==> src/rtl/bram_pkg.sv <==
`default_nettype none
// ============================================================================
// Module      : bram_pkg
// Description : Shared types and constants for the simple-dual-port BRAM
//               controller: FSM state encoding, read-during-write mode codes
//               and a parameter legality check used at elaboration time.
// Revision    : 1.0 - initial release
// ============================================================================
package bram_pkg;

    // Clear engine state. CLEAR is the reset state.
    typedef enum logic [0:0] {
        CLEAR = 1'b0,
        READY = 1'b1
    } state_t;

    // Same-address read-during-write result selection.
    localparam int RDW_OLD = 0;
    localparam int RDW_NEW = 1;

    // True when the parameter set describes a buildable memory.
    function automatic bit params_legal(
        input int data_w,
        input int addr_w,
        input int depth,
        input int read_lat,
        input int rdw_mode
    );
        return (data_w >= 1) && (data_w <= 64) &&
               (addr_w >= 1) && (addr_w <= 30) &&
               (depth >= 1) && (depth <= (1 << addr_w)) &&
               ((read_lat == 1) || (read_lat == 2)) &&
               ((rdw_mode == RDW_OLD) || (rdw_mode == RDW_NEW));
    endfunction

endpackage
`default_nettype wire

==> src/rtl/bram_clr_ctrl.sv <==
`default_nettype none
// ============================================================================
// Module      : bram_clr_ctrl
// Description : Clear engine for bram_sdp_ctrl. Walks every word writing zero
//               after reset or on request, and otherwise forwards in-range
//               user writes to the array write port.
// Ports       : clk, rst (async, active-low)
//               i_clr            - clear request, honoured only in READY
//               i_we/i_waddr/i_wdata - user write request
//               o_busy           - clear engine running
//               o_mem_we/o_mem_addr/o_mem_wdata - array write port
// Revision    : 1.0 - initial release
// ============================================================================
module bram_clr_ctrl
    import bram_pkg::*;
#(
    parameter int DATA_W = 10,
    parameter int ADDR_W = 6,
    parameter int DEPTH  = 64
) (
    input  logic              clk,
    input  logic              rst,
    input  logic              i_clr,
    input  logic              i_we,
    input  logic [ADDR_W-1:0] i_waddr,
    input  logic [DATA_W-1:0] i_wdata,
    output logic              o_busy,
    output logic              o_mem_we,
    output logic [ADDR_W-1:0] o_mem_addr,
    output logic [DATA_W-1:0] o_mem_wdata
);

    localparam logic [ADDR_W-1:0] c_last_addr = ADDR_W'(DEPTH - 1);
    // One extra bit so DEPTH == 2**ADDR_W is representable.
    localparam logic [ADDR_W:0]   c_depth     = (ADDR_W + 1)'(DEPTH);

    state_t            r_state;
    logic [ADDR_W-1:0] r_cnt;
    logic              w_wr_in_range;

    always_ff @(posedge clk or negedge rst) begin
        if (!rst) begin
            r_state <= CLEAR;
            r_cnt   <= '0;
        end else begin
            case (r_state)
                CLEAR: begin
                    // Requests arriving here are ignored; the walk never restarts.
                    if (r_cnt == c_last_addr) begin
                        r_state <= READY;
                        r_cnt   <= '0;
                    end else begin
                        r_cnt <= r_cnt + 1'b1;
                    end
                end
                READY: begin
                    if (i_clr) begin
                        r_state <= CLEAR;
                        r_cnt   <= '0;
                    end
                end
                default: begin
                    r_state <= CLEAR;
                    r_cnt   <= '0;
                end
            endcase
        end
    end

    assign w_wr_in_range = ({1'b0, i_waddr} < c_depth);
    assign o_busy        = (r_state == CLEAR);

    // The engine owns the write port while busy; user writes beyond DEPTH vanish.
    assign o_mem_we    = o_busy ? 1'b1  : (i_we && w_wr_in_range);
    assign o_mem_addr  = o_busy ? r_cnt : i_waddr;
    assign o_mem_wdata = o_busy ? '0    : i_wdata;

endmodule
`default_nettype wire

==> src/rtl/bram_sdp_ctrl.sv <==
`default_nettype none
// ============================================================================
// Module      : bram_sdp_ctrl
// Description : Parametrised simple-dual-port block RAM, single clock, with
//               1 or 2 cycle read latency, selectable read-during-write
//               result, out-of-range address handling and a clear engine.
// Ports       : clk, rst (async, active-low)
//               i_clr, o_busy          - clear request / engine running
//               i_we, i_waddr, i_wdata - write port
//               i_re, i_raddr          - read request
//               o_rdata, o_rvalid      - read result and one-cycle qualifier
// Revision    : 1.0 - initial release
// ============================================================================
module bram_sdp_ctrl
    import bram_pkg::*;
#(
    parameter int DATA_W   = 10,
    parameter int ADDR_W   = 6,
    parameter int DEPTH    = 64,
    parameter int READ_LAT = 1,
    parameter int RDW_MODE = 0
) (
    input  logic              clk,
    input  logic              rst,
    input  logic              i_clr,
    output logic              o_busy,
    input  logic              i_we,
    input  logic [ADDR_W-1:0] i_waddr,
    input  logic [DATA_W-1:0] i_wdata,
    input  logic              i_re,
    input  logic [ADDR_W-1:0] i_raddr,
    output logic [DATA_W-1:0] o_rdata,
    output logic              o_rvalid
);

    localparam logic [ADDR_W:0] c_depth = (ADDR_W + 1)'(DEPTH);

    generate
        if (!params_legal(DATA_W, ADDR_W, DEPTH, READ_LAT, RDW_MODE)) begin : g_param_check
            $error("bram_sdp_ctrl: illegal DATA_W/ADDR_W/DEPTH/READ_LAT/RDW_MODE");
        end
    endgenerate

    logic              w_busy;
    logic              w_mem_we;
    logic [ADDR_W-1:0] w_mem_addr;
    logic [DATA_W-1:0] w_mem_wdata;

    bram_clr_ctrl #(
        .DATA_W (DATA_W),
        .ADDR_W (ADDR_W),
        .DEPTH  (DEPTH)
    ) u_clr_ctrl (
        .clk         (clk),
        .rst         (rst),
        .i_clr       (i_clr),
        .i_we        (i_we),
        .i_waddr     (i_waddr),
        .i_wdata     (i_wdata),
        .o_busy      (w_busy),
        .o_mem_we    (w_mem_we),
        .o_mem_addr  (w_mem_addr),
        .o_mem_wdata (w_mem_wdata)
    );

    assign o_busy = w_busy;

    // Storage carries no reset; the clear engine zeroes it.
    logic [DATA_W-1:0] r_mem [0:DEPTH-1];

    always_ff @(posedge clk) begin
        if (w_mem_we) begin
            r_mem[w_mem_addr] <= w_mem_wdata;
        end
    end

    logic              w_rd_acc;
    logic              w_rd_in_range;
    logic              w_bypass;
    logic [DATA_W-1:0] w_rd_word;

    assign w_rd_acc      = i_re && !w_busy;
    assign w_rd_in_range = ({1'b0, i_raddr} < c_depth);
    // Write-first: a same-cycle write to the read address wins. An
    // out-of-range write can only match an out-of-range read, which reads 0.
    assign w_bypass      = (RDW_MODE == RDW_NEW) && i_we && (i_waddr == i_raddr);

    always_comb begin
        w_rd_word = '0;
        if (w_rd_in_range) begin
            w_rd_word = w_bypass ? i_wdata : r_mem[i_raddr];
        end
    end

    // First read stage: data captured at sample time, held when idle.
    logic [DATA_W-1:0] r_rdata_s1;
    logic              r_rvalid_s1;

    always_ff @(posedge clk or negedge rst) begin
        if (!rst) begin
            r_rdata_s1  <= '0;
            r_rvalid_s1 <= 1'b0;
        end else begin
            r_rvalid_s1 <= w_rd_acc;
            if (w_rd_acc) begin
                r_rdata_s1 <= w_rd_word;
            end
        end
    end

    generate
        if (READ_LAT == 2) begin : g_lat2
            logic [DATA_W-1:0] r_rdata_s2;
            logic              r_rvalid_s2;

            always_ff @(posedge clk or negedge rst) begin
                if (!rst) begin
                    r_rdata_s2  <= '0;
                    r_rvalid_s2 <= 1'b0;
                end else begin
                    r_rvalid_s2 <= r_rvalid_s1;
                    if (r_rvalid_s1) begin
                        r_rdata_s2 <= r_rdata_s1;
                    end
                end
            end

            assign o_rdata  = r_rdata_s2;
            assign o_rvalid = r_rvalid_s2;
        end else begin : g_lat1
            assign o_rdata  = r_rdata_s1;
            assign o_rvalid = r_rvalid_s1;
        end
    endgenerate

endmodule
`default_nettype wire

==> config.mk <==
export PLATFORM = sky130hd
export DESIGN_NAME = bram_sdp_ctrl
export DESIGN_NICKNAME = d
export VERILOG_FILES = /design/src/rtl/bram_pkg.sv /design/src/rtl/bram_clr_ctrl.sv /design/src/rtl/bram_sdp_ctrl.sv
export SDC_FILE = /design/constraint.sdc
export NUM_CORES = 1
export LEC_CHECK = 0
export ABC_AREA = 1
export CORE_MARGIN = 1.5
export CORE_UTILIZATION = 55
export DETAILED_ROUTE_END_ITERATION = 8
export GPL_TIMING_DRIVEN = 0
export HOLD_SLACK_MARGIN = 0.02
export PLACE_DENSITY = 0.75
export RECOVER_POWER = 100
export SLEW_MARGIN = 40
export SYNTH_ARGS = -nofsm -noshare
export SYNTH_HDL_FRONTEND = slang
export SYNTH_SLANG_ARGS = --single-unit
==> constraint.sdc <==
create_clock -name clk -period 4.7 [get_ports clk]
set_input_delay 0.94 -clock clk [delete_from_list [all_inputs] [get_ports clk]]
set_output_delay 0.94 -clock clk [all_outputs]
set_load 0.01 [all_outputs]
# == Word level (Yosys, flattened, before mapping) ==
# Memory sizes are Yosys's and may differ from the RTL's. A register that Yosys moved wholly into a read port is not among the register bits.
# Index checks and enable logic that the tools add are counted.
# op_classes
addsub,1
multipliers,0
n_div,0
order_cmp,0
eq_ne,2
n_shift,0
mux,11
n_bitwise,1
n_reduce_logical,2
# op_table
operator,n
two-way mux 6 bit,3
one-hot mux 6 bit (2 select lines),1
two-way mux 10 bit,1
"adder 6 x 1 -> 6 bit, second input constant",1
"equality test 6 bit, second input constant",1
two-way mux 1 bit,5
"inequality test 2 bit, second input constant",1
one-hot mux 1 bit (2 select lines),1
logical AND 1 bit,1
zero test 1 bit,1
NOT 1 bit,1
# totals
ff_bits,8
latchBits,0
ramBits,640
romBits,0
in_bits,27
out_inout_bits,12
word_cells,21
mem_count,1
# mem_list
name,depth,word_bits,read_ports,rd_clocked_by_memory_dff,wr,line,text
r_mem,64,10,1,1,1,bram_sdp_ctrl.sv:69,logic [DATA_W-1:0] r_mem [0:DEPTH-1];

# == Logic depth before layout (Yosys ltp) ==
# depth
ltp_word,3
depth_mapped,14

# == By module ==
# Synthesis repeated with hierarchy kept, for this count alone.
# hier_totals
cells_unflattened,2312
hier_area_um2,27124.8
# by_module_without_submodules
module,n_inst,cells_per_inst,area_each_um2
bram_sdp_ctrl,1,2228,26596.8
bram_clr_ctrl,1,84,528.0

# == Worst setup path before layout ==
# Ideal clock, no wire load.
# synth_path
kind,input port to flip-flop
start,input i_waddr[2]
end,"memory r_mem[50][0], enable pin"
setup_time_ns,0.404
arrival_ns,2.603
path_slack_ns,1.694
path_stages,4
path_buffers,0
path_cell_list,or2_1 > o21ai_1 > inv_2 > nor4_1
# synth_via
elab_chain_len,1
# synth_lines
item,line,text
from (decl),bram_sdp_ctrl.sv:28,"input logic [ADDR_W-1:0] i_waddr,"
two-way mux 6 bit,bram_clr_ctrl.sv:75,assign o_mem_addr = o_busy ? r_cnt : i_waddr;
to (decl),bram_sdp_ctrl.sv:69,
# Every way passes these cells.

# == Worst setup path in the final report ==
# layout_path
start,input i_waddr[2]
end,"memory r_mem[33][5], enable pin"
# Same word-level chain as after synthesis.

==> results by group <==
Global route
  • Aggregate global-route resource usage: between 20% and 30%
  • First-pass GRT wire length: 106,600 um
  • Vias in the first global route: about 18,000
  • Largest net degree at the start of global routing: 46
  • Total grt overflow: 0
  • Initial antenna violation count: 1

STA
  • RSZ-0062 raised after global routing: false
  • Max Slew Vio Count: 239
  • Clk_skew: between 0.01 and 0.015 ns
  • Slew of the pin with the lowest slew margin: 1.980 ns
  • Setup TNS: 0 ns
  • Slew margin rel.: -32.71%
  • Tmin final: roughly 4 ns
  • Final hold vios: 0
  • Fmax: 0.2493 GHz
  • Crit share post-route: between 80% and 90%
  • Final setup violation count: 0

Layout
  • Non-filler cells, final: 3,144
  • Final #Nets: roughly 2,500
  • Area grow syn2layout: 13.03%
  • Commonest non-fill, non-tap cell in the layout: nand2_1
  • Most frequent cells in the layout: nand2_1, edfxtp_1, nand3_1
  • Share of cells above drive strength 1: between 9 and 10%
  • Util after Layout: between 60% and 70%
  • Number of inserted diodes: 0

Worst setup path
  • Most frequent cell on the critical path: nor2_1
  • Largest stage delay, worst path: ~1.3 ns
  • Crit path max fanout: 10
  • Kind of end point of the critical path: register
  • Crit start category: primary input
  • CP arrival: ~4.2 ns
  • Max stage delay cell, worst path: nor2_1
  • Required time worst endpoint: slightly below 5 ns
  • WS Path Type: in -> reg
  • Critical Path, Cell by Cell: clkdlybuf4s50_1, or2_1, o21ai_0, inv_1, nor2_1, nand3_1, nor2_1

Placed design
  • Placed cells: 3,022
  • GPL Wtd Cong: between 1 and 1.5
  • Post-DP HPWL: between 40,000 and 50,000 um
  • PortBufs: 34

Floorplan
  • Core Box Area: 48,850 um2
  • Initial core utilization: a little under three fifths
  • Num rows: 81
  • Area of the die: between 50,000 and 60,000 um2
  • Die H: 225.1 um
  • I/O pins: 39
  • Die W: between 200 and 250 um

Logic synthesis
  • Area leader, netlist: edfxtp_1
  • Sequential fraction of the synthesis area: 72.51%
  • Synth unique cells: 33
  • Synth Cell Area: approximately 27,000 um2
  • Yosys top cell area share: ~71%
  • Register bit total from synthesis: approximately 660
  • Post-Syn Area per Cell: around 12 um2
  • Post-Syn Instances: between 2,000 and 2,500
  • Leading post-synthesis cells by cell area: edfxtp_1, nand3_1, nand2_1, dfrtp_1, buf_6
  • Mapped Nets: 2,329
  • Ys Warns: 0

Drt
  • Number of DRC violations after detailed-routing iteration 0: 2,577
  • Vias per std cell: about 6.0
  • DRT Pass-1 Iters: 6
  • Wire length per cell: 23.27 um
  • DRC: 0
  • Detail Route Antenna Nets: 0
  • Final WL: approximately 73,000 um
  • Vias: around 19,000

Clocking
  • Hold Buf Count CTS: 0
  • Clock root buffer: clkbuf_16
  • Clk slew on worst S/H paths: approximately 0.06 ns
  • CTS buffer count: 67
  • Clock Latency Late Sink: 0.60 ns
  • TritonCTS Sinks: approximately 660
  • Resized Gates After CTS: 0
  • CTS tree: built
  • # H-tree levels: 3
  • Setup bufs post-CTS: 0
  • Clock Tree Buf Depth: 3

Flow run
  • # Max-Cap Violations: 7

Status
  • Status: finished, violations left
  • Failing checks: max-capacitance violations, max-slew violations

Power and ir drop
  • Power per cell area: 496.1 nW/um2
  • Maximum vdd drop: a little over 0.3 mV
  • LEAKAGE: between 10 and 15 nW
  • Total Power: 15.21 mW

Hold path
  • HP Class: reg -> reg
## power breakdown
part,internal (mW),total (mW),switching (mW)
Clock,3.09,5.25,2.17
Sequential,7.35,7.53,0.178
Combinational,0.537,2.43,1.89
Total,11.0,15.2,4.24
## registers in the layout (all words and copies together), names as in the netlist
register,flops
o_rvalid,1
o_rdata,10
u_clr_ctrl.r_cnt,6
r_mem,640
u_clr_ctrl.r_state,1
## logic make-up after synthesis
group,after synthesis,synth area share (%)
DFF,658,72.51
AOI/OAI and AO/OA,12,0.2721
muxes,1,0.03690
buffers and inverters,172,3.925
and+or+nand+nor,1455,23.15
xor gates and xnor gates,2,0.06458
adders and majority gates,1,0.04612
## cell type report
cell class | count | area, um2
sequential | 658 | 19670
fill | 3680 | 18190
multi-input combinational | 1471 | 6357
clock buffer | 85 | 1869
buffer | 143 | 942.2
tap | 664 | 830.8
timing repair buffer | 59 | 568.0
clock inverter | 35 | 295.3
inverter | 29 | 128.9
## cells in the mapped netlist (all sizes together)
cell    number
dfrtp       18
nor2        63
xor2         2
a21oi        1
clkinv       2
inv         27
o21ai        7
or2          5
edfxtp     640
nor4         6
o22ai        3
mux2i        1
ha           1
nand4        7
buf        119
o21a         1
nor3         2
nand3      590
clkbuf      24
nand2      782
## per-stage QoR
step | area [um2] | setup slack (ns) | hold slack, ns
finish | 30660 | 0.6895 | 0.4813
global route | 30660 | 0.6524 | 0.5182
CTS | 30890 | 1.234 | 0.2848
detailed placement | 28720 | 0.6101 | 0.4746
global placement | 28300 | 0.08920 | 0.4746
floorplan | 27130 | 1.694 | 0.4999
## worst max-delay path: cells and delay by family
family,cells,cell delay [ns]
buffers and inverters,2,0.73
AO/OA/AOI/OAI,1,0.24
AND/OR/NAND/NOR,4,2.28
## routing by layer
layer / GRT usage [%] / vias to the layer above / wire length [um]
met2: 46.14 / 1261 / 33710
met1: 39.45 / 8929 / 27890
met4: 12.97 / 0 / 3660
met5: 0 / - / 0
li1: - / 8370 / -
met3: 5.528 / 250 / 7893
## final timing paths
kind                                      from            to  slack (ns)  depth (start not counted)
max                                 i_waddr[2]  r_mem[33][5]        0.69                          7
min                                 o_rdata[3]    o_rdata[3]        0.48                          2
max reg2reg                u_clr_ctrl.r_cnt[2]  r_mem[33][5]        0.94                          5
min reg2reg                         o_rdata[3]    o_rdata[3]        0.48                          2
max in group asynchronous                  rst    o_rdata[8]        3.55                          1
min in group asynchronous                  rst    o_rdata[6]        0.52                          1
(Power assumes the default switching activity.)
